### config.mk
export PLATFORM = sky130hd
export DESIGN_NAME = gray_counter_param
export DESIGN_NICKNAME = d
export VERILOG_FILES = /design/src/rtl/gray_counter_param.sv
export SDC_FILE = /design/constraint.sdc
export NUM_CORES = 1
export LEC_CHECK = 0
export CAP_MARGIN = 20
export CORE_MARGIN = 2
export CORE_UTILIZATION = 35
export DETAILED_ROUTE_END_ITERATION = 10
export GPL_TIMING_DRIVEN = 1
export PLACE_DENSITY = 0.64
export SLEW_MARGIN = 20
export SYNTH_ARGS = -nofsm -noshare
export SYNTH_HDL_FRONTEND = slang
export SYNTH_SLANG_ARGS = --single-unit
### constraint.sdc
create_clock -name clk -period 2.4 [get_ports clk]
set_clock_uncertainty 0.15 [all_clocks]
set_input_delay 0.36 -clock clk [delete_from_list [all_inputs] [get_ports clk]]
set_output_delay 0.36 -clock clk [all_outputs]
set_load 0.01 [all_outputs]
### src/rtl/gray_counter_param.sv
// ----------------------------------------------------------------------------
// GrayCounterParam
//
// Purpose:
//   A WIDTH-bit up/down binary counter with a registered Gray-coded copy.
//   It can load a Gray value in parallel. At the count limits it either wraps
//   around or holds (saturates). It also provides terminal-count and
//   wrap-pulse indicators.
//   The Gray register is written from the same next-count value as the
//   binary register. As a result, gray_out changes exactly one bit per step,
//   which makes it safe to synchronise into another clock domain (for
//   example, as an async FIFO pointer).
//
// Parameters:
//   WIDTH       - counter width in bits (>= 2)
//   SATURATE    - 0: wrap around at the limits, 1: hold at the limits
//   RESET_VALUE - binary value loaded on reset
//
// Ports:
//   clk       in   1      clock, rising edge
//   reset     in   1      synchronous, active-high reset
//   enable    in   1      take one count step this cycle
//   up_down   in   1      count direction: 1 = up, 0 = down
//   load      in   1      load load_gray this cycle (beats enable)
//   load_gray in   WIDTH  Gray-coded value to load
//   bin_out   out  WIDTH  registered binary count
//   gray_out  out  WIDTH  registered Gray code of bin_out
//   tc        out  1      combinational terminal count for current direction
//   wrap      out  1      registered one-cycle pulse after a wrap-around
// ----------------------------------------------------------------------------
module gray_counter_param #(
    parameter int               WIDTH       = 8,
    parameter bit               SATURATE    = 1'b0,
    parameter logic [WIDTH-1:0] RESET_VALUE = '0
) (
    input  logic             clk,
    input  logic             reset,
    input  logic             enable,
    input  logic             up_down,
    input  logic             load,
    input  logic [WIDTH-1:0] load_gray,
    output logic [WIDTH-1:0] bin_out,
    output logic [WIDTH-1:0] gray_out,
    output logic             tc,
    output logic             wrap
);

    localparam logic [WIDTH-1:0] MAX_COUNT = '1;
    localparam logic [WIDTH-1:0] ONE       = WIDTH'(1);

    logic [WIDTH-1:0] r_bin;
    logic [WIDTH-1:0] r_gray;
    logic             r_wrap;

    logic [WIDTH-1:0] w_loadBin;
    logic [WIDTH-1:0] w_nextBin;
    logic [WIDTH-1:0] w_nextGray;
    logic             w_nextWrap;
    logic             w_atLimit;

    // Gray-to-binary conversion. Each binary bit is the XOR of all Gray bits
    // at or above it. The loop runs from the MSB down.
    function automatic logic [WIDTH-1:0] grayToBin(input logic [WIDTH-1:0] g);
        logic [WIDTH-1:0] b;
        b[WIDTH-1] = g[WIDTH-1];
        for (int i = WIDTH - 2; i >= 0; i--) begin
            b[i] = b[i+1] ^ g[i];
        end
        return b;
    endfunction

    assign w_loadBin = grayToBin(load_gray);

    // The limit depends on the direction. It drives both tc and the
    // wrap/saturate decision, so tc stays independent of enable and SATURATE.
    assign w_atLimit = up_down ? (r_bin == MAX_COUNT) : (r_bin == '0);

    // Next-state selection. Priority is load, then enable, then hold.
    // Reset is handled in the register block.
    // The Gray value is always derived from the chosen next binary value, so
    // the two registers can never disagree after an edge.
    always_comb begin
        w_nextBin  = r_bin;
        w_nextWrap = 1'b0;
        if (load) begin
            w_nextBin = w_loadBin;
        end else if (enable) begin
            if (!w_atLimit) begin
                w_nextBin = up_down ? (r_bin + ONE) : (r_bin - ONE);
            end else if (!SATURATE) begin
                w_nextBin  = up_down ? '0 : MAX_COUNT;
                w_nextWrap = 1'b1;
            end
        end
        w_nextGray = w_nextBin ^ (w_nextBin >> 1);
    end

    // State registers. Synchronous reset has the highest priority.
    always_ff @(posedge clk) begin
        if (reset) begin
            r_bin  <= RESET_VALUE;
            r_gray <= RESET_VALUE ^ (RESET_VALUE >> 1);
            r_wrap <= 1'b0;
        end else begin
            r_bin  <= w_nextBin;
            r_gray <= w_nextGray;
            r_wrap <= w_nextWrap;
        end
    end

    assign bin_out  = r_bin;
    assign gray_out = r_gray;
    assign wrap     = r_wrap;
    assign tc       = w_atLimit;

endmodule

Word level (Yosys, flattened, before mapping)
Index checks and enable logic that the tools add are counted.
W data, S select, Z words.
{"block": "word_totals", "elab_cells": 24, "inputBits": 13, "regBits": 17, "out_inout_bits": 18}
{"block": "op_classes", "mux": 7, "n_addsub": 2, "n_eq_ne": 1, "bitwise": 9, "reduce_logical": 2}
{"op": "$mux W8", "count": 5}
{"op": "$add A8 B1 Y8 const B", "count": 1}
{"op": "$eq A8 B8 Y1 const B", "count": 1}
{"op": "$logic_not A8 Y1", "count": 1}
{"op": "$sub A8 B1 Y8 const B", "count": 1}
{"op": "$xor A8 B7 Y8", "count": 1}
{"op": "$xor A1 B1 Y1", "count": 7}
{"op": "$reduce_or A3 Y1", "count": 1}
{"op": "$mux W1", "count": 2}
{"op": "$not A1 Y1", "count": 1}

Logic depth before layout (Yosys ltp)
Gate-level depths: netlist of the first run.
{"block": "logic_depth", "ltp_word": 9, "depth_mapped": 9, "depth_no_buf": 9}

Worst setup path before layout of the first run
Ideal clock, no wire load.
{"block": "synth_timing", "path_kind": "register to register", "startpoint": "reg r_bin[0], in the netlist bin_out[0]", "endpoint": "reg r_gray[5], in the netlist gray_out[5]", "required_ns": 2.122, "slack_ns": 0.099, "stages_incl_launch_ff": 9, "synth_period_minus_slack_ns": 2.301, "setup_ns": 0.128, "arrival_ns": 2.023, "path_buffers": 0, "path_cell_list": "dfxtp_1 inv_1 fa_1 nor2b_1 o22a_1 a211oi_1 o41ai_2 xor2_1 nor2_1"}
{"block": "synth_via", "elab_chain_cells": 6, "elab_cells_between_ends": 10, "cone_classes": "add/sub (2); eq/ne (1); mux (5); bitwise (1); reduce/logical (1)"}
{"element": "from (decl)", "line_no": "51", "text": "logic [WIDTH-1:0] r_bin;"}
{"element": "from (signal assigned)", "line_no": "105", "text": "r_bin <= w_nextBin;"}
{"element": "$sub A8 B1 Y8, or another cell as far along", "line_no": "89", "text": "w_nextBin = up_down ? (r_bin + ONE) : (r_bin - ONE);"}
{"element": "$mux W8 or $mux W1 (tied branches)", "line_no": "89, 76"}
{"element": "$mux W8 *", "line_no": "88", "text": "if (!w_atLimit) begin"}
{"element": "$mux W8 *", "line_no": "87", "text": "end else if (enable) begin"}
{"element": "$mux W8 *", "line_no": "85", "text": "if (load) begin"}
{"element": "$xor A8 B7 Y8 *", "line_no": "95", "text": "w_nextGray = w_nextBin ^ (w_nextBin >> 1);"}
{"element": "to (signal assigned)", "line_no": "102", "text": "r_gray <= RESET_VALUE ^ (RESET_VALUE >> 1);"}
{"element": "to (signal assigned)", "line_no": "106", "text": "r_gray <= w_nextGray;"}
{"element": "to (decl)", "line_no": "52", "text": "logic [WIDTH-1:0] r_gray;"}
Every way passes the cells marked *; elsewhere a longest branch is shown, timed or not.
A chain may end at the register's enable or synchronous reset.

Worst setup path after layout of the first run
{"block": "layout_timing", "startpoint": "in load_gray[5]", "endpoint": "reg r_bin[0], in the netlist bin_out[0]"}
{"block": "layout_via", "elab_chain_cells": 7}
{"element": "from (decl)", "line_no": "41", "text": "input logic [WIDTH-1:0] load_gray,"}
{"element": "$xor A1 B1 Y1 (6 in series)", "line_no": "67", "text": "b[i] = b[i+1] ^ g[i];"}
{"element": "$mux W8", "line_no": "85"}
No other way between the ends.

==> impl_metrics.tcl, run 1 <==
set metrics [dict create \
    cts-root-buf "clkbuf_4" \
    p_int_uw 752 \
    switching_share_pct 34.3 \
    clk_path_buf_depth 2 \
    setup_viol 0 \
    p_leak_uw 0.000814 \
    ys_seq_area_share_pct 27.7 \
    ctsHtreeMaxLevel 1 \
    path_clk_slew_ns 0.09 \
    avgSynthCellArea_um2 8.31 \
    pwr-share-comb_pct 55.4 \
    switching_power_uw 393 \
    drive_above_1_share_pct 26.0 \
    rsz0062_at_grt "false" \
    clkSinkCount 16 \
    worstPathArrival_ns 2.34 \
    routed_wl_mm 2.97 \
    place.gp.congestion 0.870 \
    die_h_um 61.4 \
    yosysUniqueCellTypes 42 \
    yosys_most_used_dff "dfxtp_1" \
    utilization_pct 58.6 \
    drc 0 \
    synth.top_cell.area_share_pct 27.7 \
    pin_count 31 \
    viasPerCell 5.08 \
    num_vias 1240 \
    portBuffers 30 \
    total_power_uw 1150 \
    endpoint_kind "register" \
    drv_cap 0 \
    status "completed" \
    antenna_found_initial 0 \
    synth_top_cell_by_area "dfxtp_1" \
    dieArea_um2 3770 \
    dr.first_iter.drc_count 32 \
    insertion_delay_ns 0.28 \
    numCtsBuffers 3 \
    yosysWarningCount 0 \
    seq_power_share_pct 29.6 \
    ys_seq_elements 16 \
    dp_cells 238 \
    slew_headroom_pct 63.5 \
    clock.fmax_mhz 437 \
    synth_fp_nets 159 \
    report.final.slew_viol_count 0 \
    cp_max_fo 2 \
    postRouteAntennaNets 0 \
    hold_class "in2reg" \
    worst_ep_required_time_ns 2.45 \
    synth_edf_count 0 \
    synthArstFlopShare_pct 0 \
    synth_cells 139 \
    yosys-top-cells-area "dfxtp_1 (28%), xor2_1 (7.6%), ha_1 (6.5%)" \
    peakVddDrop_v 0.000228 \
    rows 20 \
    crit_type "in2reg" \
    fin_crit_ns 2.29 \
    cts_tree "done" \
    die_w_um 61.4 \
    grt_overflow 0 \
    finalSetupTns_ns 0 \
    fin_crit_sh_pct 95.3 \
    first_pass_iters 4 \
    fin_cells 244 \
    grt_pass1_vias 1202 \
    start_kind "input pin" \
    antennaDiodeCount 0 \
    dp_hpwl_mm 2.40 \
    clkPwrFrac_pct 15.0 \
    p_per_area_nw_per_um2 629 \
    netlist_area_um2 1150 \
    hold_viol_final 0 \
    tightest_slew_ns 0.545 \
    grt_pass1_wl_mm 4.90 \
    grt_max_degree 17 \
    initial_core_util_pct 37.2 \
    nNetsFinal 221 \
    grt_use_total_pct 17.3 \
    coreArea_um2 3100 \
    wire_per_inst_um 12.2 \
    area_delta_synth_final_pct 57.5 \
]
## repair_timing
| item | in CTS | in global routing |
|---|---|---|
| cloned | 0 | 0 |
| pin swaps | 5 | 2 |
| gates resized for setup | 10 | 3 |
| endpoints found under the setup margin | 8 | 3 |
| buffers inserted | 1 | 1 |
| hold buffers | 0 | 0 |
## final cells by class
class	instances	area (um^2)
inverters	7	26.3
well taps	44	55.1
flip-flops and latches	16	320
fillers	305	1280
clock buffers	4	36.3
multi-input cells	111	843
repair buffers	62	538
## worst paths after layout
kind                    startpoint                     end  slack (ns)  depth (start not counted)
min reg2reg  bin_out[0]$_SDFF_PP0_   bin_out[0]$_SDFF_PP0_        0.62                          4
max                   load_gray[5]   bin_out[0]$_SDFF_PP0_        0.11                          8
max reg2reg  bin_out[1]$_SDFF_PP0_  gray_out[3]$_SDFF_PP0_        0.21                          9
min                   load_gray[1]  gray_out[1]$_SDFF_PP0_        0.55                          3
## power by group through the flow
stage / combinational (uW) / clock (uW) / sequential, uW
after global placement: 590 / 0 / 344
after detailed placement: 599 / 0 / 344
after floorplan: 307 / 0 / 370
after global routing: 699 / 188 / 343
final: 634 / 172 / 339
after CTS: 617 / 180 / 339
## kinds of logic after synthesis
logic type / synth area share, %
buffers and inverters: 4.23
flip-flops: 27.7
multiplexers: 2.71
XOR/XNOR: 18.6
AND/OR/NAND/NOR: 17.1
AO/OA/AOI/OAI: 21.3
adder cells (fa/ha/maj): 8.23
## per-stage QoR
stage / area (um^2) / hold WS, ns / setup WS, ns
2_1_floorplan: 1150 / 0.275 / 0.0990
3_3_place_gp: 1710 / 0.593 / -0.431
3_5_place_dp: 1710 / 0.594 / -0.478
4_1_cts: 1790 / 0.540 / 0.00897
5_1_grt: 1820 / 0.563 / 0.00986
6_report: 1820 / 0.554 / 0.114
## per-layer routing
layer  wire length, um  part of all wire (%)  track usage, %  up-vias
li1                  -                     -               -      609
met1              1250                    42            19.4      591
met2              1540                    52            32.5       36
met3               147                   5.0            3.36        4
met4                38                   1.3            5.78        0
met5                 0                     0               0        -
## worst max-delay path, cell delays in order
cell             delay [ns]
clkdlybuf4s50_1        0.45
xor3_2                 0.48
xnor2_4                0.17
xor2_2                 0.19
buf_4                  0.15
xnor2_2                0.15
xor2_1                 0.15
a211oi_2               0.22
## state kept, by name, summed over array words and instances (netlist names)
register  flops
gray_out      7
wrap          1
bin_out       8
## synthesized netlist by cell type (2+ instances only)
| master | number |
|---|---|
| o21ai_1 | 2 |
| xor2_1 | 10 |
| xnor2_1 | 8 |
| inv_1 | 7 |
| ha_1 | 6 |
| a21oi_1 | 9 |
| a21o_1 | 5 |
| a211oi_1 | 2 |
| o21a_1 | 2 |
| nor2b_1 | 2 |
| o21ai_0 | 4 |
| nand2_1 | 13 |
| nor2_1 | 20 |
| nor4_1 | 3 |
| dfxtp_1 | 16 |
| mux2i_1 | 2 |
| clkbuf_1 | 3 |
## cells in the final DEF (no fill, tap or decap), drive strengths merged, types with 4 or more instances in the layout
master,netlist,routed
buf,2,32
clkdlybuf4s50,0,28
nor2,20,20
dfxtp,16,16
nand2,13,13
xor2,11,11
a21oi,9,9
xnor2,9,9
inv,7,7
ha,6,6
o21ai,6,6
a21o,5,5
clkbuf,3,4
Power figures use the tool's default switching activity.
==> run 2, diff against run 1 <==
--- a/config.mk
+++ b/config.mk
@@ -6,7 +6,7 @@
 export NUM_CORES = 1
 export LEC_CHECK = 0
 export CAP_MARGIN = 20
-export CORE_MARGIN = 2
+export CORE_MARGIN = 1.5
 export CORE_UTILIZATION = 35
 export DETAILED_ROUTE_END_ITERATION = 10
 export GPL_TIMING_DRIVEN = 1
==> impl_metrics.tcl, run 2 (synthesis results as in run 1) <==
set metrics [dict create \
    report.final.slew_viol_count 0 \
    clock.fmax_mhz 439 \
    dpl_cell_area_um2 1730 \
    drc 0 \
    dp_hpwl_mm 2.47 \
    cts-root-buf "clkbuf_4" \
    cts_tree "done" \
    crit_type "in2reg" \
    p_per_area_nw_per_um2 632 \
    clkSinkCount 16 \
    setup_viol 0 \
    rows 20 \
    coreArea_um2 3100 \
    die_h_um 60.4 \
    final_cell_mix "buf_4 (33), clkdlybuf4s50_1 (28), nor2_1 (20)" \
    postRouteAntennaNets 0 \
    fin_cells 245 \
    dr.first_iter.drc_count 66 \
    dieArea_um2 3650 \
    hold_class "in2reg" \
    grt_pass1_vias 1208 \
    fin_crit_sh_pct 94.9 \
    timing.critical_path.to "bin_out[0]$_SDFF_PP0_" \
    first_pass_iters 4 \
    grt_max_degree 17 \
    dp_cells 240 \
    fin_hold_ws_ns 0.545 \
    nNetsFinal 222 \
    initial_core_util_pct 37.2 \
    r2r_slack_ns 0.17 \
    status "completed" \
    viasPerCell 4.95 \
    final_cell_area_um2 1820 \
    cp_max_fo 2 \
    wire_per_inst_um 12.7 \
    numCtsBuffers 3 \
    drv_cap 0 \
    largest_reg_flops 8 \
    fin_crit_ns 2.28 \
    reg2reg_depth 9 \
    pin_count 31 \
    timing.rr.end "gray_out[5]$_SDFF_PP0_" \
    area_delta_synth_final_pct 57.6 \
    peakVddDrop_v 0.000251 \
    grt_overflow 0 \
    grt_pass1_wl_mm 5.00 \
    r2r_start "bin_out[0]$_SDFF_PP0_" \
    p_leak_uw 0.000816 \
    hold_viol_final 0 \
    grt_use_total_pct 18.2 \
    start_kind "input pin" \
    drive_above_1_share_pct 25.4 \
    routed_wl_mm 3.12 \
    finalSetupTns_ns 0 \
    antenna_found_initial 0 \
    worst_ep_required_time_ns 2.41 \
    die_w_um 60.4 \
    slew_headroom_pct 62.3 \
    final_common_cell "buf_4" \
    endpoint_kind "register" \
    worstPathArrival_ns 2.28 \
    startpoint "load_gray[5]" \
    total_power_uw 1150 \
    insertion_delay_ns 0.28 \
    clk_path_buf_depth 2 \
    tightest_slew_ns 0.564 \
    num_vias 1212 \
    path_clk_slew_ns 0.09 \
    portBuffers 30 \
    place.gp.congestion 0.867 \
    ctsHtreeMaxLevel 1 \
    rsz0062_at_grt "false" \
    antennaDiodeCount 0 \
]
-- run 2: worst max-delay path, cell delays in order --
cell and delay [ns]:
clkdlybuf4s50_1 0.46, xor3_2 0.49, xnor2_4 0.17, xor2_2 0.16, buf_4 0.16, xnor2_2 0.20
xor2_1 0.19, a211oi_2 0.08
-- run 2: how the worst min path moves through the flow --
stage                          start                     end  slack [ns]  cells past startpoint
4_1_cts                 load_gray[1]  gray_out[1]$_SDFF_PP0_        0.55                      3
5_1_grt                 load_gray[1]  gray_out[1]$_SDFF_PP0_        0.56                      3
3_3_place_gp   bin_out[0]$_SDFF_PP0_   bin_out[0]$_SDFF_PP0_        0.59                      4
3_5_place_dp   bin_out[1]$_SDFF_PP0_   bin_out[1]$_SDFF_PP0_        0.61                      3
2_1_floorplan                  reset   bin_out[0]$_SDFF_PP0_        0.27                      1
6_report                load_gray[1]  gray_out[1]$_SDFF_PP0_        0.55                      3
-- run 2: where the power goes --
| part | total, uW | internal (uW) | switching (uW) |
|---|---|---|---|
| clock network | 173 | 92.3 | 81.0 |
| logic | 637 | 349 | 288 |
| registers | 339 | 310 | 29.4 |
| total | 1150 | 752 | 398 |
-- run 2: what timing repair did --
action | in CTS | in global routing
hold buffers | 0 | 0
gates cloned | 0 | 0
resized for setup | 8 | 2
buffers inserted | 1 | 0
endpoints found under the hold margin | 0 | 0
setup endpoints to repair | 7 | 2
pin swaps | 3 | 1
-- run 2: cell type report --
cell class	count	area, um^2
Multi-Input combinational cell	111	837
Fill cell	304	1280
Timing Repair Buffer	63	546
Clock buffer	4	36.3
Tap cell	44	55.1
Sequential cell	16	320
Inverter	7	26.3
-- run 2: per-layer routing --
metal	vias up	global-route usage (%)	wire (um)
met5	-	0	0
met4	0	4.97	59
met3	8	4.69	140
met2	33	33.9	1580
met1	558	20.4	1340
li1	613	-	-
-- run 2: per-stage QoR --
| step | util (%) | setup WS (ns) |
|---|---|---|
| finish | 58.7 | 0.122 |
| global route | 58.7 | 0.0214 |
| CTS | 58.1 | 0.0107 |
| detailed placement | 55.7 | -0.493 |
| global placement | 55.7 | -0.427 |
| floorplan | - | 0.0990 |
